<file path="src/rtl/countdown_sched_pkg.sv">
// Shared types and default widths for the countdown scheduler and its arbiter.
package countdown_sched_pkg;

  localparam int unsigned DEF_N_REQ = 4;
  localparam int unsigned DEF_CW    = 4;

  typedef enum logic [1:0] {
    ST_IDLE  = 2'd0,
    ST_LOAD  = 2'd1,
    ST_COUNT = 2'd2,
    ST_DONE  = 2'd3
  } sched_state_t;

endpackage

</file>
<file path="src/rtl/rr_arbiter_n.sv">
// Combinational round-robin pick: first set request at or above i_ptr, wrapping
// around to the lowest index when nothing at or above the pointer is requesting.
module rr_arbiter_n #(
  parameter  int unsigned N_REQ = 4,
  localparam int unsigned IDW   = $clog2(N_REQ)
) (
  input  logic [N_REQ-1:0] i_req,
  input  logic [IDW-1:0]   i_ptr,
  output logic [IDW-1:0]   o_winner,
  output logic             o_valid
);

  logic           w_found;
  logic [IDW-1:0] w_winner;

  always_comb begin
    w_found  = 1'b0;
    w_winner = '0;
    // Upper pass covers [ptr, N_REQ); the wrap pass only fires if it found nothing.
    for (int unsigned i = 0; i < N_REQ; i++) begin
      if (!w_found && i_req[i] && (i >= 32'(i_ptr))) begin
        w_found  = 1'b1;
        w_winner = IDW'(i);
      end
    end
    for (int unsigned i = 0; i < N_REQ; i++) begin
      if (!w_found && i_req[i]) begin
        w_found  = 1'b1;
        w_winner = IDW'(i);
      end
    end
  end

  assign o_winner = w_winner;
  assign o_valid  = w_found;

endmodule

</file>
<file path="src/rtl/countdown_scheduler.sv">
// One shared countdown timer, handed round-robin to N_REQ requesters; each
// owner gets its len ticks counted down and a one-cycle done pulse at the end.
module countdown_scheduler
  import countdown_sched_pkg::*;
#(
  parameter  int unsigned N_REQ = DEF_N_REQ,
  parameter  int unsigned CW    = DEF_CW,
  localparam int unsigned IDW   = $clog2(N_REQ)
) (
  input  logic                clk,
  input  logic                resetn,
  input  logic                tick,
  input  logic [N_REQ-1:0]    req,
  input  logic [N_REQ*CW-1:0] len,
  output logic [N_REQ-1:0]    grant,
  output logic                busy,
  output logic [N_REQ-1:0]    done,
  output logic [CW-1:0]       remaining,
  output logic [IDW-1:0]      active_id
);

  sched_state_t   r_state, w_state_nxt;
  logic [CW-1:0]  r_remaining, w_remaining_nxt;
  logic [IDW-1:0] r_active_id, w_active_id_nxt;
  logic [IDW-1:0] r_rr_ptr, w_rr_ptr_nxt;
  logic [N_REQ-1:0] r_done, w_done_nxt;
  logic           r_busy, w_busy_nxt;

  logic [CW-1:0]    w_len_arr [N_REQ];
  logic [CW-1:0]    w_owner_len;
  logic [N_REQ-1:0] w_owner_onehot;
  logic             w_owner_req;
  logic [IDW-1:0]   w_ptr_after_owner;
  logic [IDW-1:0]   w_arb_winner;
  logic             w_arb_valid;

  rr_arbiter_n #(
    .N_REQ (N_REQ)
  ) u_arb (
    .i_req    (req),
    .i_ptr    (r_rr_ptr),
    .o_winner (w_arb_winner),
    .o_valid  (w_arb_valid)
  );

  always_comb begin
    for (int unsigned i = 0; i < N_REQ; i++) begin
      w_len_arr[i] = len[i*CW +: CW];
    end
  end

  assign w_owner_len       = w_len_arr[r_active_id];
  assign w_owner_onehot    = N_REQ'(1) << r_active_id;
  assign w_owner_req       = req[r_active_id];
  assign w_ptr_after_owner = (r_active_id == IDW'(N_REQ - 1)) ? '0 : r_active_id + 1'b1;

  always_comb begin
    w_state_nxt     = r_state;
    w_remaining_nxt = r_remaining;
    w_active_id_nxt = r_active_id;
    w_rr_ptr_nxt    = r_rr_ptr;
    w_done_nxt      = '0;
    unique case (r_state)
      ST_IDLE: begin
        if (w_arb_valid) begin
          w_state_nxt     = ST_LOAD;
          w_active_id_nxt = w_arb_winner;
        end
      end
      ST_LOAD: begin
        if (!w_owner_req) begin
          w_state_nxt     = ST_IDLE;
          w_rr_ptr_nxt    = w_ptr_after_owner;
          w_remaining_nxt = '0;
          w_active_id_nxt = '0;
        end else begin
          w_remaining_nxt = w_owner_len;
          if (w_owner_len != '0) begin
            w_state_nxt = ST_COUNT;
          end else begin
            w_state_nxt = ST_DONE;
            w_done_nxt  = w_owner_onehot;
          end
        end
      end
      ST_COUNT: begin
        // Abort wins over a coincident final tick: no done for a dropped request.
        if (!w_owner_req) begin
          w_state_nxt     = ST_IDLE;
          w_rr_ptr_nxt    = w_ptr_after_owner;
          w_remaining_nxt = '0;
          w_active_id_nxt = '0;
        end else if (tick && (r_remaining != '0)) begin
          w_remaining_nxt = r_remaining - 1'b1;
          if (r_remaining == CW'(1)) begin
            w_state_nxt = ST_DONE;
            w_done_nxt  = w_owner_onehot;
          end
        end
      end
      ST_DONE: begin
        w_state_nxt     = ST_IDLE;
        w_rr_ptr_nxt    = w_ptr_after_owner;
        w_remaining_nxt = '0;
        w_active_id_nxt = '0;
      end
      default: begin
        w_state_nxt = ST_IDLE;
      end
    endcase
    w_busy_nxt = (w_state_nxt != ST_IDLE);
  end

  always_ff @(posedge clk or negedge resetn) begin
    if (!resetn) begin
      r_state     <= ST_IDLE;
      r_remaining <= '0;
      r_active_id <= '0;
      r_rr_ptr    <= '0;
      r_done      <= '0;
      r_busy      <= 1'b0;
    end else begin
      r_state     <= w_state_nxt;
      r_remaining <= w_remaining_nxt;
      r_active_id <= w_active_id_nxt;
      r_rr_ptr    <= w_rr_ptr_nxt;
      r_done      <= w_done_nxt;
      r_busy      <= w_busy_nxt;
    end
  end

  assign grant     = (r_state != ST_IDLE) ? w_owner_onehot : '0;
  assign busy      = r_busy;
  assign done      = r_done;
  assign remaining = r_remaining;
  assign active_id = r_active_id;

endmodule

</file>
<file path="config.mk">
export PLATFORM = sky130hd
export DESIGN_NAME = countdown_scheduler
export DESIGN_NICKNAME = d
export VERILOG_FILES = /design/src/rtl/countdown_sched_pkg.sv /design/src/rtl/rr_arbiter_n.sv /design/src/rtl/countdown_scheduler.sv
export SDC_FILE = /design/constraint.sdc
export NUM_CORES = 1
export LEC_CHECK = 0
export ABC_AREA = 1
export CORE_MARGIN = 3
export CORE_UTILIZATION = 45
export DETAILED_ROUTE_END_ITERATION = 10
export GPL_ROUTABILITY_DRIVEN = 0
export MAX_ROUTING_LAYER = met4
export PLACE_DENSITY = 0.87
export SLEW_MARGIN = 5
export SYNTH_ARGS = -nofsm -noshare
export SYNTH_HDL_FRONTEND = slang
export SYNTH_SLANG_ARGS = --single-unit
</file>
<file path="constraint.sdc">
create_clock -name clk -period 1.7 [get_ports clk]
set_input_delay 0.255 -clock clk [delete_from_list [all_inputs] [get_ports clk]]
set_output_delay 0.255 -clock clk [all_outputs]
set_load 0.1 [all_outputs]
</file>
# == Yosys cells after proc, flatten, opt, wreduce, memory -nomap -nowiden ==
# Index checks and enable logic that the tools add are counted.
# classes
n_shift,1
bitwise_logic,1
mux,44
div_mod_pow,0
eq_ne,8
n_lt_le_gt_ge,5
n_addsub,2
n_mul,0
n_reduce_logical,29
# ops
op,n
$mux 4,11
$mux 2,15
$pmux 4 s3,1
$logic_and 1x1->1,11
$mux 1,11
$bmux 4 s2,1
$pmux 2 s4,1
$pmux 4 s2,1
$reduce_bool 4->1,2
$logic_not 1->1,7
$eq 2x2->1 const B,3
$pmux 2 s3,1
$reduce_and 2->1,3
$reduce_bool 2->1,3
$eq 4x1->1 const B,1
$ge 1x2->1 const A,2
$pmux 2 s2,1
$shl 1x2->4 const A,1
$sub 4x1->4 const B,1
$ge 3x3->1 const B,1
$lt 2x3->1 const B,1
$ne 3x3->1 const B,1
$not 2->3,1
$reduce_bool 3->1,1
8 further kinds,8
# word_totals
inputBits,23
ramBits,0
n_memories,0
latch_bits,0
reg_bits,15
elab_cells,96
romBits,0

# == Logic depth before layout (Yosys ltp) ==
# Gate-level depths: netlist of the first run.
# depth
depth_word,29
ltp_mapped,11

# == Cells and area by module ==
# A second synthesis of the first run with hierarchy kept.
# hier_totals
cells_unflattened,183
hier_area_um2,1226.2
# by_module_without_submodules
mod,n_inst,cells_per_inst,area_per_inst_um2
countdown_scheduler,1,162,1134.8
rr_arbiter_n,1,21,91.3

# == Worst setup path after synthesis of the first run ==
# OpenSTA, ideal clock, no wires.
# synth_path
kind,flip-flop to output port
from,register r_active_id[1] (netlist: active_id[1])
to,output port grant[1]
arrival_time_ps,2583
path_slack_ps,-1138
n_path_buf,1
required_ps,1445
path_stages_with_launch,6
path_cell_list,dfrtp_1 > buf_4 > clkinv_4 > ha_1 > inv_1 > nor2_1
# synth_via
elab_chain_len,2
# synth_rtl
item,line_no,source
"start, declared",countdown_scheduler.sv:24,"logic [IDW-1:0] r_active_id, w_active_id_nxt;"
"start signal, assigned",countdown_scheduler.sv:125,r_active_id <= w_active_id_nxt;
$shl 1x2->4,countdown_scheduler.sv:53,assign w_owner_onehot = N_REQ'(1) << r_active_id;
$mux 4,countdown_scheduler.sv:132,assign grant = (r_state != ST_IDLE) ? w_owner_onehot : '0;
"end, declared",countdown_scheduler.sv:15,"output logic [N_REQ-1:0] grant,"
# Every way passes these cells.

# == Final worst setup path of the first run ==
# layout_path
from,register r_active_id[0] (netlist: active_id[0])
to,output port grant[3]
# The elaborated chain is that of the path after synthesis.

==> impl_metrics.ini, run 1 <==
[status]
outcome = finished, final reports clean

[placement]
hpwl_mm = 2.50
io_buffers = 37
dpl_cell_area_mm2 = 0.00192

[worst_setup_path]
worst-endpoint-required_ns = 1.44
ff2ff_setup_slack_ns = 0.09
critical_path_peak_fanout = 6
worst_setup_path_start_kind = register
rr_startpoint = active_id[0]$_DFFE_PN0P_
critPathKind = reg2out
endpoint_type_of_the_worst_setup_path = primary output
setup.worst_path.start = active_id[0]$_DFFE_PN0P_
critical_path_arrival_ns = 1.43
worst_r2r_endpoint = remaining[0]$_DFFE_PN0P_
reg2regPathDepth = 10

[synthesis]
synth.yosys.seq_area_share_pct = 29.6
ys.warnings.count = 0
post_synth_inst_count = 182
synthesis.nets = 216
syn_avg_cell_area_um2 = 6.98
synthDistinctLibCells = 27
synth.ff_latch_count = 15
synthesized_cell_area_mm2 = 0.00127

[die]
floorplan.initialDensity_pct = 49.0
design.core.area_mm2 = 0.00259
die_h_um = 59.1
std_cell_rows = 18
num_io_pins = 38
design.die.area_mm2 = 0.00350
floorplan.die.width_um = 59.1

[grt]
most_utilized_layer_in_the_global_route_result = met2
global_route.usage.met3_pct = 5.01
groute.usage.overall_pct = 20.2
gr-usage-met1_pct = 24.4
grt_start_max_net_pins = 16
number_of_antenna_violations_at_the_first_check_in_global_routing = 0
congestion_overflow_gr = 0
grt_first_pass_wirelength_mm = 5.40
grt_pass1_vias = 1276
met2_usage_pct = 35.5

[power]
leakage_power_total_nw = 0.986
power_density_mw_per_mm2 = 1780
max-vdd-ir-drop_mv = 1.94

[routing]
post_route_wl_mm = 3.50
wl_per_cell_um = 13.2
num_vias = 1382
detailedRoute.firstPassIterationCount = 4
via_per_inst = 5.20
initialDrtViolationCount = 77
post-route-drc-count = 0
antenna_left = 0

[layout]
total_non_filler_cell_area_in_the_finished_layout_mm2 = 0.00207
area_growth_syn_to_layout_pct = 62.7
layout.cells.most_common_list = nand2_1 (56), clkdlybuf4s50_1 (22), nand3_1 (19), inv_1 (16)
most_common_cell_after_layout_fill_and_taps_aside = nand2_1
antenna_cells = 0
finish.net_count = 271
layout-drive-gt1-share_pct = 33.5

[sta]
hold_violations = 0
fin_worst_skew_ns = 0.00195
layout_worst_path_cycle_share_pct = 99.0
worst_slew_pin_slew_ns = 0.294
timing_max_transition_violations_final = 0
relSlewSlack_pct = 80.4
finalWorstPathRequiredPeriod_ns = 1.68
finalSetupTns_ns = 0
fmax_mhz = 594
final-setup-viol-count = 0

[clocking]
tritoncts_num_sinks = 15
cts.root.buffer_cell = clkbuf_4
clkTransAtPathRegs_ns = 0.10
tritoncts_clock_tree = built
worst_skew_pair.late_latency_ns = 0.28
htree_depth = 1
cts-hold-fix-buffers = 0
clock_tree.buffer_depth = 2
numCtsBuffers = 3

[run]
drv.max_cap_violation_count = 0

[hold_path]
min-delay-path-class = in2async
-- sequential cells by signal, summed over array words and instances (netlist names) --
register	flops
r_state	2
busy	1
active_id	2
done	4
r_rr_ptr	2
remaining	4
-- critical path, cell delays in order (launching register included) --
cell     delay, ns
dfrtp_4       0.53
buf_8         0.15
ha_2          0.18
inv_2         0.09
nor2_4        0.04
buf_12        0.16
-- cell type report --
| type | count | area [µm²] |
|---|---|---|
| Clock inverter | 1 | 5.00 |
| Timing Repair Buffer | 54 | 659 |
| Multi-Input combinational cell | 137 | 841 |
| Fill cell | 177 | 524 |
| Tap cell | 30 | 37.5 |
| Inverter | 26 | 110 |
| Clock buffer | 3 | 22.5 |
| Sequential cell | 15 | 390 |
-- power breakdown --
part / leakage (nW) / internal (mW) / switching (mW) / total, mW
Combinational: 0.781 / 1.10 / 1.75 / 2.84
Sequential: 0.187 / 0.490 / 0.138 / 0.628
Clock: 0.0177 / 0.0873 / 0.123 / 0.210
-- per-layer routing --
metal | share of wire, % | vias to the layer above | wire [µm]
met5 | 0 | - | 0
met2 | 52 | 56 | 1810
met3 | 7.6 | 4 | 268
met4 | 0.60 | 0 | 21
li1 | - | 683 | -
met1 | 40 | 639 | 1400
-- worst max-delay path by stage --
stage                                         end  cells past startpoint
after floorplan                          grant[2]                      5
after global placement    r_rr_ptr[0]$_DFFE_PN0P_                      9
after detailed placement        done[3]$_DFF_PN0_                      9
after CTS                                grant[2]                      5
after global routing                     grant[3]                      5
final                                    grant[3]                      5
-- timing repair --
action,4_1_cts,5_1_grt
buffers inserted,7,5
resized for setup,3,9
hold endpoints to repair,0,0
pin swaps,0,2
endpoints found under the setup margin,4,5
-- synth_stat cells --
cell | count | area, µm²
o22ai_1 | 2 | 12.5
a21oi_2 | 1 | 8.76
nor2_2 | 3 | 18.8
inv_2 | 3 | 11.3
nand3_1 | 19 | 95.1
nand2_1 | 56 | 210
ha_1 | 11 | 138
o211ai_1 | 1 | 7.51
nand4_1 | 5 | 31.3
o21ai_1 | 6 | 30.0
clkinv_4 | 1 | 8.76
buf_4 | 1 | 7.51
dfrtp_1 | 15 | 375
clkbuf_1 | 1 | 3.75
a21oi_1 | 1 | 5.00
nand2_4 | 1 | 11.3
a21oi_4 | 1 | 16.3
nand2_2 | 10 | 62.6
xor2_1 | 1 | 8.76
nand3_4 | 1 | 17.5
nand3_2 | 1 | 10.0
inv_1 | 22 | 82.6
o21a_1 | 1 | 7.51
buf_6 | 2 | 22.5
o21ai_0 | 2 | 10.0
xnor2_1 | 1 | 8.76
nor2_1 | 13 | 48.8
-- cell families (layout without fill, tap and decap cells) --
family	Yosys count	in the layout	synth area share, %
adder cells (fa/ha/maj)	11	11	10.8
AND/OR/NAND/NOR	109	109	39.8
flip-flops	15	15	29.6
AO/OA/AOI/OAI	15	15	7.69
buffers and inverters	30	84	10.7
XOR/XNOR	2	2	1.38
-- metrics by stage --
step                total power, mW  setup slack, ns  hold slack (ns)  std cells  utilization [%]
floorplan                      2.43          -0.0976          -0.0406        182                -
global placement               3.16           0.0449            0.525        251             74.2
detailed placement             3.20           0.0362            0.535        251             74.2
CTS                            3.51         0.000303            0.302        261             77.2
global route                   3.93          -0.0234            0.303        266             79.8
finish                         3.68           0.0178            0.292        266             79.8
Note: power is estimated with default switching activity, not from simulation.
==> run 2: changes to the inputs <==
Settings changed: REMOVE_ABC_BUFFERS set to 1.
==> impl_metrics.ini, run 2 (synthesis results as in run 1) <==
[routing]
num_vias = 1322
wl_per_cell_um = 12.5
initialDrtViolationCount = 56
via_per_inst = 5.05
detailedRoute.firstPassIterationCount = 4
post_route_wl_mm = 3.28
post-route-drc-count = 0
antenna_left = 0

[layout]
layout.filler_cells = 193
most_common_cell_after_layout_fill_and_taps_aside = nand2_1
total_non_filler_cell_area_in_the_finished_layout_mm2 = 0.00195
seq_area_um2 = 378
finish.net_count = 267
instances_no_fill = 262
multi_input_area_um2 = 781
layout.cells.most_common_list = nand2_1 (56), clkdlybuf4s50_1 (22), inv_1 (20), nand3_1 (19), buf_12 (15)
antenna_cells = 0
area_growth_syn_to_layout_pct = 53.6
layout-drive-gt1-share_pct = 27.2

[die]
design.core.area_mm2 = 0.00259
num_io_pins = 38
die_h_um = 59.1
design.die.area_mm2 = 0.00350
std_cell_rows = 18
floorplan.die.width_um = 59.1
floorplan.initialDensity_pct = 49.0

[grt]
congestion_overflow_gr = 0
number_of_antenna_violations_at_the_first_check_in_global_routing = 0
groute.usage.overall_pct = 22.0
grt_first_pass_wirelength_mm = 5.75
grt_start_max_net_pins = 16
grt_pass1_vias = 1308

[sta]
hold_violations = 0
worst_slew_pin_slew_ns = 0.292
timing_max_transition_violations_final = 0
final.hold.worst_slack_ns = 0.275
layout_worst_path_cycle_share_pct = 96.1
relSlewSlack_pct = 80.5
final-setup-viol-count = 0
grt_setup_unrepaired = no
fin_worst_skew_ns = 0.000627
finalWorstPathRequiredPeriod_ns = 1.63
fmax_mhz = 612
finalSetupTns_ns = 0

[power]
power_density_mw_per_mm2 = 1780
max-vdd-ir-drop_mv = 1.73
leakage_power_total_nw = 0.969

[worst_setup_path]
critical_path_peak_fanout = 5
critPathKind = reg2out
worst_setup_path_start_kind = register
critical_path_arrival_ns = 1.38
worst-endpoint-required_ns = 1.44
endpoint_type_of_the_worst_setup_path = primary output

[placement]
io_buffers = 37
hpwl_mm = 2.52
place_inst = 252
dpl_cell_area_mm2 = 0.00185

[clocking]
numCtsBuffers = 3
worst_skew_pair.late_latency_ns = 0.29
tritoncts_num_sinks = 15
clock_tree.buffer_depth = 2
tritoncts_clock_tree = built
htree_depth = 1
clkTransAtPathRegs_ns = 0.10
cts.root.buffer_cell = clkbuf_4

[hold_path]
min-delay-path-class = in2async

[run]
drv.max_cap_violation_count = 0

[status]
outcome = finished, final reports clean
[run 2: changes by cell type in the layout (fill, tap and decap cells not counted), moves of 3 or more]
cell and change:
inv_2 -4, ha_1 +4, nor2_2 +4, ha_4 -3, nor2_4 -4, inv_1 +4, dfrtp_1 +4, buf_4 -3
dfrtp_4 -3
[run 2: final timing paths]
| check | start | end | slack [ns] | cells after the start |
|---|---|---|---|---|
| setup / recovery | active_id[0]$_DFFE_PN0P_ | grant[3] | 0.07 | 5 |
| setup reg to reg | r_state[0]$_DFF_PN0_ | remaining[0]$_DFFE_PN0P_ | 0.14 | 8 |
| hold reg to reg | r_rr_ptr[0]$_DFFE_PN0P_ | r_rr_ptr[0]$_DFFE_PN0P_ | 0.58 | 2 |
| min in group clk | r_rr_ptr[0]$_DFFE_PN0P_ | r_rr_ptr[0]$_DFFE_PN0P_ | 0.58 | 2 |
| hold / removal | resetn | remaining[0]$_DFFE_PN0P_ | 0.28 | 2 |
| max in group asynchronous | resetn | active_id[0]$_DFFE_PN0P_ | 1.23 | 2 |
[run 2: critical path, stage by stage, from the launching register on]
cell and delay [ns]:
dfrtp_2 0.45, buf_6 0.14, ha_1 0.20, inv_2 0.08, nor2_2 0.05, buf_12 0.16
[run 2: power breakdown]
group,switching [mW],total [mW],internal (mW),leakage [nW]
registers,0.112,0.585,0.473,0.193
logic,1.67,2.67,1.00,0.758
clock network,0.130,0.218,0.0877,0.0177
total,1.91,3.48,1.56,0.969
[run 2: area by class of cell]
| type | instances | share of cell area (%) |
|---|---|---|
| multi-input combinational | 137 | 40.0 |
| sequential | 15 | 19.4 |
| inverter | 26 | 5.39 |
| tap | 30 | 1.92 |
| clock buffer | 3 | 1.15 |
| timing repair buffer | 50 | 31.9 |
| clock inverter | 1 | 0.257 |
[run 2: routing by layer]
| layer | part of all wire (%) | up-vias | GRT usage (%) |
|---|---|---|---|
| met5 | 0 | - | - |
| met4 | 0.79 | 0 | 5.83 |
| met3 | 7.7 | 2 | 3.70 |
| met2 | 49 | 51 | 36.4 |
| met1 | 43 | 594 | 27.7 |
| li1 | - | 675 | - |
[run 2: metrics by stage]
step | utilization (%) | power (mW) | setup WS (ns)
floorplan | - | 2.24 | -1.28
global placement | 71.3 | 3.02 | 0.0624
finish | 75.3 | 3.48 | 0.0665
global route | 75.3 | 3.72 | 0.00754
detailed placement | 71.3 | 3.07 | 0.00923
CTS | 73.9 | 3.38 | 0.00612
[run 2: timing repair]
item | 4_1_cts | 5_1_grt
gates resized for setup | 7 | 5
setup buffers | 3 | 3
hold buffers | 0 | 0
endpoints found under the setup margin | 4 | 4
cloned | 0 | 0
==> run 3: changes to the inputs <==
Settings changed: CORE_UTILIZATION 45 to 35, GPL_TIMING_DRIVEN set to 0, PLACE_DENSITY 0.87 to 0.72.
==> impl_metrics.ini, run 3 (synthesis results as in run 1) <==
[status]
outcome = finished, final reports clean

[placement]
pre_cts_slack_ns = -0.886
hpwl_mm = 2.30
io_buffers = 37

[routing]
antenna_left = 0
detailedRoute.firstPassIterationCount = 4
post-route-drc-count = 0
post_route_wl_mm = 3.22
via_per_inst = 4.68
num_vias = 1295
initialDrtViolationCount = 41
wl_per_cell_um = 11.6

[power]
power_report.internal_total_mw = 1.41
leakage_power_total_nw = 0.914
comb_power_share_pct = 75.5
sw_ratio_pct = 57.0
power.clock.fraction_pct = 6.6
net_sw_power_mw = 1.87
max-vdd-ir-drop_mv = 1.55
power_density_mw_per_mm2 = 1750
pwr-share-seq_pct = 17.9

[die]
die_h_um = 66.2
floorplan.die.width_um = 66.2
floorplan.initialDensity_pct = 37.2
std_cell_rows = 21
num_io_pins = 38
design.core.area_mm2 = 0.00342
design.die.area_mm2 = 0.00439

[sta]
final_critical_path_setup_slack_ns = 0.0212
layout_worst_path_cycle_share_pct = 98.8
final-setup-viol-count = 0
fin_worst_skew_ns = 0.00317
fmax_mhz = 596
final.hold.worst_slack_ns = 0.376
finalWorstPathRequiredPeriod_ns = 1.68
timing_max_transition_violations_final = 0
worst_slew_pin_slew_ns = 0.705
grt_setup_unrepaired = yes
relSlewSlack_pct = 52.9
hold_violations = 0

[layout]
antenna_cells = 0
most_common_cell_after_layout_fill_and_taps_aside = nand2_1
finish.net_count = 266
area_growth_syn_to_layout_pct = 47.8
layout-drive-gt1-share_pct = 27.3
layout.cells.most_common_list = nand2_1 (56), clkdlybuf4s50_1 (22), inv_1 (19), nand3_1 (19), dfrtp_1 (13)

[worst_setup_path]
critPathKind = reg2out
cp_slowest_cell = dfrtp_2
cp_num_buf_inv = 3
critical_path_peak_fanout = 5
ff2ff_setup_slack_ns = 0.13
worst_path_dominant_cell_family = flip-flops
critical_path_arrival_ns = 1.42
crit_path_frequent_cell = buf_12
critPathMaxStageDelay_ns = 0.47
endpoint_type_of_the_worst_setup_path = primary output
worst-endpoint-required_ns = 1.44
crit_path_cell_trace = buf_12, ha_2, inv_2, nor2_4, buf_12
worst_setup_path_start_kind = register

[hold_path]
min-delay-path-class = in2async

[grt]
number_of_antenna_violations_at_the_first_check_in_global_routing = 0
grt_pass1_vias = 1231
congestion_overflow_gr = 0
grt_first_pass_wirelength_mm = 5.38
groute.usage.overall_pct = 16.3
grt_start_max_net_pins = 16

[clocking]
worst_skew_pair.late_latency_ns = 0.29
clkTransAtPathRegs_ns = 0.10
clock_tree.buffer_depth = 2
numCtsBuffers = 3
tritoncts_num_sinks = 15
cts.root.buffer_cell = clkbuf_4
htree_depth = 1
tritoncts_clock_tree = built

[run]
drv.max_cap_violation_count = 0
run 3: changes by cell type in the layout (fill, tap and decap cells not counted), moves of 2 or more:
cell	delta
buf_12	-10
clkdlybuf4s15_2	+9
nor2_4	+2
nor2_2	-2
buf_2	+2
run 3: per-layer routing:
layer | up-vias | global-route usage [%] | share of wire, %
met5 | - | - | 0
met2 | 40 | 25.9 | 45
li1 | 677 | - | -
met1 | 571 | 21.0 | 45
met3 | 7 | 3.40 | 7.8
met4 | 0 | 4.57 | 1.9
run 3: worst reg2reg max path: cells and delay by family (launching register included):
kind	cells	cell delay [ns]
simple gates	8	0.75
flops	1	0.49
buf+inv	2	0.27
run 3: worst paths after layout:
| check | start | end | cells after the start |
|---|---|---|---|
| setup / recovery | active_id[0]$_DFFE_PN0P_ | grant[3] | 5 |
| hold / removal | resetn | remaining[2]$_DFFE_PN0P_ | 1 |
| setup reg to reg | active_id[0]$_DFFE_PN0P_ | done[0]$_DFF_PN0_ | 10 |
| hold reg to reg | remaining[1]$_DFFE_PN0P_ | remaining[1]$_DFFE_PN0P_ | 2 |
| max in group asynchronous | resetn | active_id[0]$_DFFE_PN0P_ | 1 |
| min in group clk | remaining[1]$_DFFE_PN0P_ | remaining[1]$_DFFE_PN0P_ | 2 |
run 3: through the flow:
stage	setup TNS [ns]	utilization, %	cells	instance area [µm²]	power, mW
2_1_floorplan	-12.42	-	178	1240	2.24
3_3_place_gp	-5.03	48.7	261	1660	2.70
3_5_place_dp	-5.13	48.7	261	1660	2.72
4_1_cts	0	53.3	275	1820	3.17
5_1_grt	-0.0516	54.9	277	1880	3.55
6_report	0	54.9	277	1880	3.28
run 3: area by class of cell:
class	instances	area, µm²
well taps	46	57.6
fillers	332	1540
clock buffers	4	26.3
multi-input cells	137	793
flip-flops and latches	15	378
repair buffers	49	514
inverters	26	108
run 3: power groups by stage:
stage	clock, mW	sequential, mW	combinational [mW]
after detailed placement	0	0.623	2.10
after CTS	0.222	0.586	2.36
after floorplan	0	1.01	1.23
final	0.218	0.587	2.48
after global routing	0.234	0.602	2.71
after global placement	0	0.618	2.08
run 3: what timing repair did:
item	in CTS	in global routing
hold buffers	0	0
pin swaps	1	1
endpoints found under the setup margin	30	5
resized for setup	74	15
buffers inserted	10	2
